==> src/rtl/video_unpack_pkg.sv <==
// Shared helpers for the video FIFO unpacker: slot-order encodings and
// the sizing functions used by the unpack datapath and request generator.
package video_unpack_pkg;

  localparam logic SLOT_MSB_FIRST = 1'b0;
  localparam logic SLOT_LSB_FIRST = 1'b1;

  function automatic int slots_per_word(input int fifo_w, input int slot_w);
    return fifo_w / slot_w;
  endfunction

  // Pending-request counter must hold 0..req_q_max inclusive.
  function automatic int pend_width(input int req_q_max);
    return (req_q_max < 1) ? 1 : $clog2(req_q_max + 1);
  endfunction

endpackage

==> src/rtl/video_burst_req_gen.sv <==
// Line-granular burst request generator: prefetch on the first vs_in falling
// edge, then one request per de_in falling edge once a handshake has occurred.
module video_burst_req_gen
  import video_unpack_pkg::*;
#(
  parameter int PREFETCH_LINES = 2,
  parameter int REQ_Q_MAX      = 4
) (
  input  logic clk,
  input  logic rst,
  input  logic vs_in,
  input  logic de_in,
  input  logic burst_ready,
  output logic burst_valid,
  output logic req_drop
);

  localparam int PEND_W = pend_width(REQ_Q_MAX);

  logic              vs_dly_q, vs_dly_d;
  logic              de_dly_q, de_dly_d;
  logic              started_q, started_d;
  logic [PEND_W-1:0] pend_q, pend_d;
  logic              burst_valid_q, burst_valid_d;
  logic              req_drop_q, req_drop_d;
  logic              event_s, handshake_s;
  int                add_s, net_s;

  always_comb begin
    vs_dly_d    = vs_in;
    de_dly_d    = de_in;
    event_s     = started_q ? (de_dly_q & ~de_in) : (vs_dly_q & ~vs_in);
    add_s       = event_s ? (started_q ? 1 : PREFETCH_LINES) : 0;
    handshake_s = burst_valid_q & burst_ready;
    net_s       = int'(pend_q) + add_s - (handshake_s ? 1 : 0);
    started_d   = started_q | handshake_s;
    req_drop_d  = req_drop_q;
    if (net_s > REQ_Q_MAX) begin
      pend_d     = PEND_W'(REQ_Q_MAX);
      req_drop_d = 1'b1;
    end else begin
      pend_d     = PEND_W'(net_s);
    end
    // Registered so burst_valid tracks pend without a combinational path.
    burst_valid_d = (pend_d != '0);
  end

  always_ff @(posedge clk) begin
    if (rst) begin
      vs_dly_q      <= 1'b0;
      de_dly_q      <= 1'b0;
      started_q     <= 1'b0;
      pend_q        <= '0;
      burst_valid_q <= 1'b0;
      req_drop_q    <= 1'b0;
    end else begin
      vs_dly_q      <= vs_dly_d;
      de_dly_q      <= de_dly_d;
      started_q     <= started_d;
      pend_q        <= pend_d;
      burst_valid_q <= burst_valid_d;
      req_drop_q    <= req_drop_d;
    end
  end

  assign burst_valid = burst_valid_q;
  assign req_drop    = req_drop_q;

endmodule

==> src/rtl/video_fifo_unpacker.sv <==
// Unpacks FWFT FIFO words into a two-stage registered pixel stream and issues
// line requests. Optional underflow counter: UNPACKER_UNDERFLOW_CNT_EN.
module video_fifo_unpacker
  import video_unpack_pkg::*;
#(
  parameter int               FIFO_W         = 128,
  parameter int               SLOT_W         = 32,
  parameter int               PIX_W          = 24,
  parameter int               PREFETCH_LINES = 2,
  parameter int               REQ_Q_MAX      = 4,
  parameter logic [PIX_W-1:0] UNDERFLOW_PIX  = '0
) (
  input  logic              video_clk,
  input  logic              video_rst,
  input  logic              vs_in,
  input  logic              hs_in,
  input  logic              de_in,
  input  logic              data_req_in,
  input  logic              lsb_first,
  input  logic [FIFO_W-1:0] fifo_data_in,
  input  logic              fifo_empty,
  output logic              fifo_rd_en,
  output logic              vs_out,
  output logic              hs_out,
  output logic              de_out,
  output logic [PIX_W-1:0]  pixel_out,
  output logic              burst_valid,
  input  logic              burst_ready,
  output logic [15:0]       underflow_cnt,
  output logic              req_drop
);

  localparam int               N        = slots_per_word(FIFO_W, SLOT_W);
  localparam int               IDX_W    = (N > 1) ? $clog2(N) : 1;
  localparam logic [IDX_W-1:0] LAST_IDX = IDX_W'(N - 1);

  logic             vs_prev_q, vs_prev_d;
  logic             order_q, order_d;
  logic [IDX_W-1:0] slot_idx_q, slot_idx_d;
  logic [PIX_W-1:0] pix1_q, pix1_d;
  logic [PIX_W-1:0] pixel_out_q, pixel_out_d;
  logic             vs_out_q, vs_out_d, hs_out_q, hs_out_d, de_out_q, de_out_d;
  logic             resync_s;
  logic [IDX_W-1:0] idx_eff_s, sel_s;
  logic [PIX_W-1:0] slot_pix_s;

  // Resync on vs_in rise wins over a coincident request: that pixel uses slot 0.
  always_comb begin
    resync_s   = vs_in & ~vs_prev_q;
    vs_prev_d  = vs_in;
    order_d    = resync_s ? lsb_first : order_q;
    idx_eff_s  = resync_s ? '0 : slot_idx_q;
    sel_s      = (order_d == SLOT_LSB_FIRST) ? idx_eff_s : (LAST_IDX - idx_eff_s);
    slot_pix_s = fifo_data_in[int'(sel_s)*SLOT_W +: PIX_W];
    fifo_rd_en = data_req_in & ~fifo_empty & (idx_eff_s == LAST_IDX);
    slot_idx_d = idx_eff_s;
    pix1_d     = pix1_q;
    if (data_req_in) begin
      slot_idx_d = (idx_eff_s == LAST_IDX) ? '0 : (idx_eff_s + IDX_W'(1));
      pix1_d     = fifo_empty ? UNDERFLOW_PIX : slot_pix_s;
    end
    pixel_out_d = pix1_q;
    vs_out_d    = vs_in;
    hs_out_d    = hs_in;
    de_out_d    = de_in;
  end

  always_ff @(posedge video_clk) begin
    if (video_rst) begin
      vs_prev_q   <= 1'b0;
      order_q     <= SLOT_MSB_FIRST;
      slot_idx_q  <= '0;
      pix1_q      <= '0;
      pixel_out_q <= '0;
      vs_out_q    <= 1'b0;
      hs_out_q    <= 1'b0;
      de_out_q    <= 1'b0;
    end else begin
      vs_prev_q   <= vs_prev_d;
      order_q     <= order_d;
      slot_idx_q  <= slot_idx_d;
      pix1_q      <= pix1_d;
      pixel_out_q <= pixel_out_d;
      vs_out_q    <= vs_out_d;
      hs_out_q    <= hs_out_d;
      de_out_q    <= de_out_d;
    end
  end

  assign pixel_out = pixel_out_q;
  assign vs_out    = vs_out_q;
  assign hs_out    = hs_out_q;
  assign de_out    = de_out_q;

`ifdef UNPACKER_UNDERFLOW_CNT_EN
  logic [15:0] ucnt_q, ucnt_d;

  always_comb begin
    ucnt_d = ucnt_q;
    if (data_req_in && fifo_empty && (ucnt_q != 16'hFFFF)) begin
      ucnt_d = ucnt_q + 16'd1;
    end
  end

  always_ff @(posedge video_clk) begin
    if (video_rst) begin
      ucnt_q <= 16'd0;
    end else begin
      ucnt_q <= ucnt_d;
    end
  end

  assign underflow_cnt = ucnt_q;
`else
  assign underflow_cnt = 16'h0000;
`endif

  video_burst_req_gen #(
    .PREFETCH_LINES (PREFETCH_LINES),
    .REQ_Q_MAX      (REQ_Q_MAX)
  ) u_req_gen (
    .clk         (video_clk),
    .rst         (video_rst),
    .vs_in       (vs_in),
    .de_in       (de_in),
    .burst_ready (burst_ready),
    .burst_valid (burst_valid),
    .req_drop    (req_drop)
  );

endmodule

==> config.mk <==
export PLATFORM = sky130hd
export DESIGN_NAME = video_fifo_unpacker
export DESIGN_NICKNAME = d
export VERILOG_FILES = /design/src/rtl/video_unpack_pkg.sv /design/src/rtl/video_burst_req_gen.sv /design/src/rtl/video_fifo_unpacker.sv
export SDC_FILE = /design/constraint.sdc
export NUM_CORES = 1
export LEC_CHECK = 0
export CAP_MARGIN = 20
export CORE_MARGIN = 2
export CORE_UTILIZATION = 40
export DETAILED_ROUTE_END_ITERATION = 8
export GPL_TIMING_DRIVEN = 1
export PLACE_DENSITY = 0.86
export SLEW_MARGIN = 20
export SYNTH_ARGS = -nofsm -noshare
export SYNTH_HDL_FRONTEND = slang
export SYNTH_SLANG_ARGS = --single-unit
==> constraint.sdc <==
create_clock -name video_clk -period 4.1 [get_ports video_clk]
set_input_delay 0.615 -clock video_clk [delete_from_list [all_inputs] [get_ports video_clk]]
set_output_delay 0.615 -clock video_clk [all_outputs]
set_load 0.05 [all_outputs]
* Yosys cells after proc, flatten, opt, wreduce, memory -nomap -nowiden
Index checks and enable logic that the tools add are counted.
** Cells by class
- Add/subtract/negate cells :: 4
- Order comparisons :: 1
- Eq/ne operators :: 1
- Shifts and indexed selects :: 1
- Muxes and demuxes :: 11
- Bitwise operators :: 11
- Reductions and logical operators :: 1
** Operators with widths (count)
- $shiftx A128 B8 Y24 :: 1
- $add A4 B32 Y32 :: 1
- $gt A32 B4 Y1 const B :: 1
- $mux W32 :: 1
- $sub A32 B32 Y32 :: 1
- $mux W24 :: 1
- $mux W2 :: 5
- $and A1 B1 Y1 :: 6
- $not A1 Y1 :: 4
- $mux W1 :: 3
- $mux W3 :: 1
- $reduce_bool A3 Y1 :: 1
- $add A2 B1 Y2 const B :: 1
- $eq A2 B2 Y1 const B :: 1
- $sub A2 B2 Y2 const A :: 1
- $or A1 B1 Y1 :: 1
** Word-level totals
- Register bits :: 60
- Output and inout port bits :: 46
- Word-level logic and storage cells :: 41

* Logic depth before layout (Yosys ltp)
Gate-level depths: netlist of the first run.
- Word-level depth :: 9
- Mapped depth :: 13

* By module
From an unflattened synthesis of the first run, not the netlist that was laid out.
** Unflattened totals
- Cell total of the unflattened synthesis :: 285
- Area, all modules :: 2930.3 um2
** Modules (own cells, without submodules)
- video_fifo_unpacker :: times used 1, cells an instance 231, area an instance 2412.3 um2
- video_burst_req_gen :: times used 1, cells an instance 54, area an instance 518.0 um2

* Worst setup path before layout of the first run
No wires, ideal clock.
- Path kind :: in2reg
- From :: input vs_in
- To :: register u_req_gen.burst_valid_q, in the netlist u_req_gen.burst_valid
- Data arrival time :: 2471 ps
- Required time :: 3968 ps
- Setup slack :: 1496 ps
- Stages :: 13
- Buffers on the path :: 0
- Path through :: nor2_1 -> nand2_1 -> ha_1 -> inv_1 -> ha_1 -> a21o_1 -> a21o_1 -> inv_1 -> ha_1 -> nand2b_1 -> a21oi_1 -> nor3_1 -> a21oi_1
** On the way
- Longest elaborated chain between the ends :: 9
** Ends and longest elaborated chain
- start, declared :: line video_fifo_unpacker.sv:15 : input logic vs_in,
- $not A1 Y1 (*) :: line video_burst_req_gen.sv:32 : event_s = started_q ? (de_dly_q & ~de_in) : (vs_dly_q & ~vs_in);
- $and A1 B1 Y1 (*) :: line video_burst_req_gen.sv:32
- $mux W1 (*) :: line video_burst_req_gen.sv:32
- $mux W32 (*) :: line video_burst_req_gen.sv:33 : add_s = event_s ? (started_q ? 1 : PREFETCH_LINES) : 0;
- $add A4 B32 Y32 (*) :: line video_burst_req_gen.sv:35 : net_s = int'(pend_q) + add_s - (handshake_s ? 1 : 0);
- $sub A32 B32 Y32 (*) :: line video_burst_req_gen.sv:35
- $gt A32 B4 Y1 :: line video_burst_req_gen.sv:38 : if (net_s > REQ_Q_MAX) begin
- $mux W3 (*) :: line video_burst_req_gen.sv:38
- $reduce_bool A3 Y1 (*) :: line video_burst_req_gen.sv:45 : burst_valid_d = (pend_d != '0);
- end signal, assigned :: line video_burst_req_gen.sv:61 : burst_valid_q <= burst_valid_d;
- end, declared :: line video_burst_req_gen.sv:24 : logic burst_valid_q, burst_valid_d;
Mark *: on every way between the ends. The rest lies on a longest branch, timed or not.
A chain may end at the register's enable or synchronous reset.

* Worst setup path in the final report of the first run
- From :: input vs_in
- To :: output fifo_rd_en
** On the way
- Longest elaborated chain between the ends :: 4
** Ends and longest elaborated chain
- $and A1 B1 Y1 :: line video_fifo_unpacker.sv:49 : resync_s = vs_in & ~vs_prev_q;
- $mux W2 :: line video_fifo_unpacker.sv:52 : idx_eff_s = resync_s ? '0 : slot_idx_q;
- $eq A2 B2 Y1 :: line video_fifo_unpacker.sv:55 : fifo_rd_en = data_req_in & ~fifo_empty & (idx_eff_s == LAST_IDX);
- $and A1 B1 Y1 :: line video_fifo_unpacker.sv:55
- end, declared :: line video_fifo_unpacker.sv:22 : output logic fifo_rd_en,
Every way passes these cells.

==> impl_metrics.sql, run 1 <==
INSERT INTO impl_metrics (metric_group, metric, value, unit) VALUES
('cts', 'worst_setup_hold_path_clk_slew', '0.06', 'ns'),
('min_path', 'type_of_the_most_critical_hold_path', 'flop to flop', ''),
('sta', 'achievable-frequency', '312', 'MHz'),
('placement', 'dp_worst_setup_slack', '0.746', 'ns'),
('detailed_routing', 'drt_iter0_drc', '54', ''),
('detailed_routing', 'wl', '7.12', 'mm'),
('power_and_ir_drop', 'design_power_total', '1.92', 'mW'),
('sta', 'post-route-worst-setup-slack', '0.892', 'ns'),
('die', 'floorplan.die_area', '8030', 'um^2'),
('power_and_ir_drop', 'p_leak', '1.91', 'nW'),
('detailed_routing', 'via_per_instance_ratio', '4.70', ''),
('synth', 'ys_types', '37', ''),
('setup_path', 'timing.critical_path.from_type', 'input pin', ''),
('synth', 'synth-seq-area-share', '41.0', '%'),
('sta', 'worst-slew-pin-transition', '0.619', 'ns'),
('placement', 'dp_hpwl', '5.17', 'mm'),
('global_route', 'grt_antenna_before_repair', '0', ''),
('min_path', 'min_delay_path_depth', '1', ''),
('power_and_ir_drop', 'switching_share', '30.6', '%'),
('placement', 'gp_congestion', '0.721', ''),
('setup_path', 'worstSetupEndpointType', 'output pin', ''),
('synth', 'syn-cell-area', '2930', 'um^2'),
('power_and_ir_drop', 'internal-power', '1.33', 'mW'),
('die', 'fp-row-count', '31', ''),
('die', 'die_h', '89.6', 'um'),
('detailed_routing', 'route.vias.total', '2446', ''),
('die', 'fp.dieW', '89.6', 'um'),
('detailed_routing', 'length_of_the_first_detailed_routing_pass_in_iterations', '4', ''),
('setup_path', 'cp_slowest_cell', 'sky130_fd_sc_hd__clkdlybuf4s50_1', ''),
('setup_path', 'timing.critical_path.max_delay_family', 'buffers and inverters', ''),
('cts', 'max_clock_buf_depth', '2', ''),
('layout', 'antenna_cells_inserted', '0', ''),
('setup_path', 'slowest_delay', '0.82', 'ns'),
('run', 'drv.max_cap_violation_count', '0', ''),
('global_route', 'via_count_of_the_first_global_routing_pass', '2437', ''),
('synth', 'synthesis.area_per_instance', '10.3', 'um^2'),
('cts', 'cts_hold_buffers', '0', ''),
('power_and_ir_drop', 'seq_power_share', '34.1', '%'),
('sta', 'timing.max_slew.rel_slack', '57.8', '%'),
('power_and_ir_drop', 'p_per_area', '426', 'nW/um^2'),
('setup_path', 'timing.critical_path.buf_inv', '2', ''),
('setup_path', 'arrival', '2.59', 'ns'),
('placement', 'numPortBuffers', '134', ''),
('setup_path', 'cp.required', '3.48', 'ns'),
('layout', 'layout-drive-gt1-share', '5.23', '%'),
('setup_path', 'worst_path_most_repeated_cell', 'sky130_fd_sc_hd__clkdlybuf4s50_1', ''),
('sta', 'report.final.setup_viol', '0', ''),
('setup_path', 'crit_path_max_fanout', '6', ''),
('die', 'initial_core_util', '40.8', '%'),
('setup_path', 'rr_startpoint', 'u_req_gen.started_q', ''),
('cts', 'ctsHtreeMaxLevel', '3', ''),
('sta', 'final_min_period_over_clock_period', '78.2', '%'),
('sta', 'timing.setup.tns', '0', 'ns'),
('min_path', 'timing.hold.worst_endpoint', 'pixel_out[10]', ''),
('sta', 'unrepaired_setup_endpoints_after_global_routing', 'no', ''),
('layout', 'areaGrowthSynthToFinish', '53.5', '%'),
('cts', 'cts.sinks', '60', ''),
('detailed_routing', 'detail_route_antenna_nets', '0', ''),
('synth', 'cell_count_after_synthesis', '285', ''),
('die', 'i_o_pins', '183', ''),
('sta', 'post_route_minimum_period', '3.21', 'ns'),
('setup_path', 'total_stage_count_of_the_critical_path', '6', ''),
('cts', 'postCtsResizedCells', '0', ''),
('status', 'run_status', 'complete, no violations', ''),
('sta', 'whs', '0.466', 'ns'),
('setup_path', 'r2r-end', 'u_req_gen.burst_valid', ''),
('setup_path', 'timing.reg2reg.setup_slack', '1.51', 'ns'),
('setup_path', 'r2r.worst_path.cells', '13', ''),
('cts', 'cts_root_buffer', 'sky130_fd_sc_hd__clkbuf_8', ''),
('synth', 'synth.yosys.warnings', '0', ''),
('setup_path', 'timing_worst_setup_path_type', 'input pin to output pin', '');
[cell families (layout without fill, tap and decap cells)]
logic type / count (synthesis) / after routing / synth area share [%]
muxes: 50 / 50 / 17.5
and+or+nand+nor: 84 / 84 / 17.3
AOI/OAI and AO/OA: 35 / 35 / 9.86
DFF: 60 / 60 / 41.0
other: 1 / 16 / 0.128
xor gates and xnor gates: 3 / 3 / 0.897
buffers and inverters: 43 / 164 / 9.22
adders and majority gates: 9 / 9 / 4.10
[power groups by stage]
stage          Clock, mW  Sequential, mW  Combinational, mW
6_report           0.609           0.653              0.653
5_1_grt            0.651           0.657              0.707
3_5_place_dp           0           0.666              0.641
3_3_place_gp           0           0.664              0.617
4_1_cts            0.623           0.653              0.648
2_1_floorplan          0           0.735              0.384
[registers in the layout (all words and copies together), names as in the netlist, 2 cells and up]
| register | cells |
|---|---|
| u_req_gen.pend_q | 3 |
| pix1_q | 24 |
| pixel_out | 24 |
| slot_idx_q | 2 |
[final cells by class]
cell class,count,area (um^2),area share [%]
Timing Repair Buffer,137,1380,30.6
Tap cell,99,124,2.75
Sequential cell,60,1200,26.7
Multi-Input combinational cell,197,1520,33.8
Clock inverter,3,67.6,1.50
Inverter,11,41.3,0.918
Clock buffer,13,169,3.75
[placed cells by master (no fill, tap or decap), drive strengths merged, types with 5 or more instances in the layout]
master / synthesis / layout
mux2i: 50 / 50
nand2b: 29 / 29
conb: 1 / 16
nor2b: 30 / 30
inv: 11 / 11
nand2: 5 / 5
clkdlybuf4s50: 0 / 134
clkbuf: 8 / 13
ha: 8 / 8
o221ai: 24 / 24
dfxtp: 60 / 60
nor2: 8 / 8
[cell usage after synthesis]
cell                        count  area (um^2)
sky130_fd_sc_hd__a2111oi_0      1         8.76
sky130_fd_sc_hd__a21bo_2        1         10.0
sky130_fd_sc_hd__a21o_1         2         15.0
sky130_fd_sc_hd__a21oi_1        3         15.0
sky130_fd_sc_hd__and2_1         3         18.8
sky130_fd_sc_hd__and3b_1        2         17.5
sky130_fd_sc_hd__buf_1          2         7.51
sky130_fd_sc_hd__buf_12         2         40.0
sky130_fd_sc_hd__buf_2          1         5.00
sky130_fd_sc_hd__buf_4         18          135
sky130_fd_sc_hd__buf_6          1         11.3
sky130_fd_sc_hd__clkbuf_1       8         30.0
sky130_fd_sc_hd__conb_1         1         3.75
sky130_fd_sc_hd__dfxtp_1       60         1200
sky130_fd_sc_hd__fa_1           1         20.0
sky130_fd_sc_hd__ha_1           8          100
sky130_fd_sc_hd__inv_1         11         41.3
sky130_fd_sc_hd__mux2i_1       49          490
sky130_fd_sc_hd__mux2i_4        1         22.5
sky130_fd_sc_hd__nand2_1        5         18.8
sky130_fd_sc_hd__nand2b_1      28          175
sky130_fd_sc_hd__nand2b_4       1         13.8
sky130_fd_sc_hd__nand3_1        1         5.00
sky130_fd_sc_hd__nand4_1        1         6.26
sky130_fd_sc_hd__nand4b_1       1         8.76
sky130_fd_sc_hd__nor2_1         8         30.0
sky130_fd_sc_hd__nor2b_1       30          188
sky130_fd_sc_hd__nor3_1         1         5.00
sky130_fd_sc_hd__nor3b_1        1         7.51
sky130_fd_sc_hd__o21ai_1        1         5.00
sky130_fd_sc_hd__o221ai_1      24          210
sky130_fd_sc_hd__o22ai_1        1         6.26
sky130_fd_sc_hd__o311a_1        1         10.0
sky130_fd_sc_hd__o32ai_1        1         8.76
sky130_fd_sc_hd__or2_1          2         12.5
sky130_fd_sc_hd__xnor2_1        2         17.5
sky130_fd_sc_hd__xor2_1         1         8.76
[how the worst max path moves through the flow]
stage,slack (ns),startpoint,endpoint
floorplan,1.50,vs_in,u_req_gen.burst_valid
global placement,0.85,vs_in,u_req_gen.burst_valid
detailed placement,0.75,vs_in,u_req_gen.burst_valid
CTS,0.89,vs_in,fifo_rd_en
global route,0.85,vs_in,fifo_rd_en
finish,0.89,vs_in,fifo_rd_en
[metrics by stage]
step | util, % | instances | instance area [um^2]
2_1_floorplan | - | 300 | 2990
3_3_place_gp | 59.3 | 504 | 4260
3_5_place_dp | 59.3 | 504 | 4260
4_1_cts | 62.6 | 520 | 4490
5_1_grt | 62.7 | 520 | 4500
6_report | 62.7 | 520 | 4500
[routing by layer]
metal / up-vias / wire, um / track usage, %
li1: 1222 / - / -
met1: 1129 / 2850 / 18.9
met2: 91 / 3730 / 32.3
met3: 4 / 469 / 4.30
met4: 0 / 61 / 6.38
met5: - / 0 / 0
(Power assumes the default switching activity.)
==> inputs of run 2 (changes only) <==
Settings changed: CORE_UTILIZATION 40 to 37, PLACE_DENSITY 0.86 to 0.81.
Clock period 4.1 ns to 3.4 ns, I/O delays scaled along.
==> impl_metrics.sql, run 2 (synthesis gave the netlist of run 1 again) <==
INSERT INTO impl_metrics (metric_group, metric, value, unit) VALUES
('status', 'run_status', 'complete, no violations', ''),
('sta', 'worst-slew-pin-transition', '0.596', 'ns'),
('cts', 'cts_hold_buffers', '0', ''),
('detailed_routing', 'length_of_the_first_detailed_routing_pass_in_iterations', '4', ''),
('run', 'drv.max_cap_violation_count', '0', ''),
('setup_path', 'slowest_delay', '0.48', 'ns'),
('sta', 'finalClockSkew', '0.00616', 'ns'),
('setup_path', 'worstSetupEndpointType', 'flop', ''),
('setup_path', 'timing_worst_setup_path_type', 'input pin to flop', ''),
('global_route', 'grt-ovfl-total', '0', ''),
('setup_path', 'arrival', '3.10', 'ns'),
('detailed_routing', 'routed-wl-met2', '3.82', 'mm'),
('placement', 'dp_hpwl', '5.38', 'mm'),
('cts', 'cts_made_buffers', '9', ''),
('cts', 'ctsHtreeMaxLevel', '3', ''),
('setup_path', 'crit_path_max_fanout', '6', ''),
('sta', 'post_route_minimum_period', '2.90', 'ns'),
('power_and_ir_drop', 'design_power_total', '2.12', 'mW'),
('power_and_ir_drop', 'p_per_area', '477', 'nW/um^2'),
('layout', 'antenna_cells_inserted', '0', ''),
('die', 'initial_core_util', '38.1', '%'),
('sta', 'final_min_period_over_clock_period', '85.2', '%'),
('layout', 'stdcell_count', '525', ''),
('layout', 'multi_input_comb_area', '1520', 'um^2'),
('setup_path', 'cp_slowest_cell', 'sky130_fd_sc_hd__clkdlybuf4s50_1', ''),
('sta', 'post-route-worst-setup-slack', '0.503', 'ns'),
('power_and_ir_drop', 'p_leak', '1.89', 'nW'),
('sta', 'report.final.setup_viol', '0', ''),
('cts', 'cts_root_buffer', 'sky130_fd_sc_hd__clkbuf_8', ''),
('global_route', 'largest_net_degree_at_the_start_of_global_routing', '37', ''),
('cts', 'max_clock_buf_depth', '2', ''),
('cts', 'worst_setup_hold_path_clk_slew', '0.07', 'ns'),
('die', 'die_h', '93.0', 'um'),
('sta', 'whs', '0.462', 'ns'),
('sta', 'timing_hold_violations_final', '0', ''),
('layout', 'finish.utilization', '57.7', '%'),
('sta', 'maxSlewViolCount', '0', ''),
('sta', 'timing.setup.tns', '0', 'ns'),
('layout', 'design_area', '4440', 'um^2'),
('layout', 'layout.nets', '565', ''),
('layout', 'areaGrowthSynthToFinish', '51.5', '%'),
('placement', 'numPortBuffers', '134', ''),
('placement', 'gp_congestion', '0.742', ''),
('detailed_routing', 'wl', '7.17', 'mm'),
('layout', 'layout-drive-gt1-share', '5.44', '%'),
('sta', 'achievable-frequency', '345', 'MHz'),
('placement', 'placed_cell_area', '4270', 'um^2'),
('detailed_routing', 'routed_wire_length_per_instance', '13.7', 'um'),
('die', 'fp.dieW', '93.0', 'um'),
('detailed_routing', 'met3RoutedLength', '374', 'um'),
('cts', 'cts.sinks', '60', ''),
('setup_path', 'timing.critical_path.buf_inv', '3', ''),
('global_route', 'grt_antenna_before_repair', '0', ''),
('cts', 'postCtsResizedCells', '0', ''),
('layout', 'layout_common_cells', 'sky130_fd_sc_hd__clkdlybuf4s50_1, sky130_fd_sc_hd__dfxtp_1, sky130_fd_sc_hd__mux2i_1, sky130_fd_sc_hd__nor2b_1, sky130_fd_sc_hd__nand2b_1', ''),
('sta', 'unrepaired_setup_endpoints_after_global_routing', 'no', ''),
('min_path', 'type_of_the_most_critical_hold_path', 'flop to flop', ''),
('placement', 'place_inst', '510', ''),
('cts', 'tritoncts', 'done', ''),
('setup_path', 'timing.critical_path.from_type', 'input pin', ''),
('setup_path', 'worst_path_most_repeated_cell', 'sky130_fd_sc_hd__ha_1', ''),
('global_route', 'first_pass_grt_wire_length', '11.7', 'mm'),
('setup_path', 'cp.required', '3.60', 'ns'),
('power_and_ir_drop', 'max-vdd-ir-drop', '183', 'uV'),
('cts', 'post_cts.repair.setup_buffers', '0', ''),
('layout', 'final_common_cell', 'sky130_fd_sc_hd__clkdlybuf4s50_1', ''),
('setup_path', 'timing.critical_path.max_delay_family', 'adder cells', ''),
('global_route', 'globalRouteTotalUtil', '16.9', '%'),
('die', 'i_o_pins', '183', ''),
('layout', 'seq_area', '1200', 'um^2'),
('global_route', 'via_count_of_the_first_global_routing_pass', '2529', ''),
('detailed_routing', 'm1WireLength', '2.82', 'mm'),
('setup_path', 'timing.critical_path.cells', 'clkdlybuf4s50_1 -> nor2_1 -> nand2_1 -> ha_1 -> inv_1 -> ha_1 -> a21o_1 -> a21o_1 -> inv_1 -> ha_1 -> nand2b_1 -> a21oi_1 -> nor3_1 -> a21oi_1', ''),
('placement', 'dp_worst_setup_slack', '0.214', 'ns'),
('detailed_routing', 'drc_violation_count_after_routing', '0', ''),
('layout', 'num-fill-cells', '701', ''),
('cts', 'worst_skew_pair.late_latency', '0.32', 'ns'),
('die', 'floorplan.die_area', '8650', 'um^2'),
('die', 'fp-row-count', '32', ''),
('sta', 'timing.max_slew.rel_slack', '60.2', '%'),
('detailed_routing', 'maxUsedRoutingLayer', 'met4', ''),
('die', 'core_region_area', '7690', 'um^2'),
('detailed_routing', 'via_per_instance_ratio', '4.74', ''),
('detailed_routing', 'detail_route_antenna_nets', '0', ''),
('detailed_routing', 'drt_iter0_drc', '78', ''),
('detailed_routing', 'route.vias.total', '2488', '');
==> run 2: cell count changes in the layout (fill, tap and decap cells not counted), sizes merged <==
cell / previous run / this run
bufinv: 2 / 0
clkinv: 0 / 2
clkdlybuf4s50: 134 / 133
clkinvlp: 1 / 0
buf: 3 / 7
==> run 2: path summary, 6_finish.rpt <==
| check | from | to | slack (ns) | depth (start not counted) |
|---|---|---|---|---|
| setup / recovery | vs_in | u_req_gen.burst_valid | 0.50 | 14 |
| hold / removal | pix1_q[12] | pixel_out[12] | 0.46 | 1 |
| setup reg to reg | u_req_gen.started_q | u_req_gen.burst_valid | 0.85 | 13 |
| hold reg to reg | pix1_q[12] | pixel_out[12] | 0.46 | 1 |
==> run 2: worst reg2reg max path: stages, from the launching register on <==
cell and delay (ns):
sky130_fd_sc_hd__dfxtp_1 0.33, sky130_fd_sc_hd__nor2_1 0.10, sky130_fd_sc_hd__nand2_1 0.07, sky130_fd_sc_hd__ha_1 0.32
sky130_fd_sc_hd__inv_1 0.05, sky130_fd_sc_hd__ha_1 0.28, sky130_fd_sc_hd__a21o_1 0.19, sky130_fd_sc_hd__a21o_1 0.19
sky130_fd_sc_hd__inv_1 0.05, sky130_fd_sc_hd__ha_1 0.24, sky130_fd_sc_hd__nand2b_1 0.14, sky130_fd_sc_hd__a21oi_1 0.06
sky130_fd_sc_hd__nor3_1 0.31, sky130_fd_sc_hd__a21oi_1 0.11
==> run 2: where the power goes <==
part,internal [mW],total (mW),switching (mW)
clock network,0.298,0.554,0.256
logic,0.360,0.774,0.414
registers,0.766,0.790,0.0237
total,1.42,2.12,0.694
==> run 2: cell type report <==
class,count,area share [%]
clock inverter,2,0.226
timing repair buffer,140,31.2
sequential,60,27.1
clock buffer,13,3.58
tap,102,2.88
multi-input combinational,197,34.1
inverter,11,0.930
==> run 2: per-layer routing <==
metal  vias to the layer above  GRT usage [%]
li1                       1225              -
met3                        13           3.22
met2                        80           30.9
met5                         -              0
met1                      1170           19.0
met4                         0           7.60
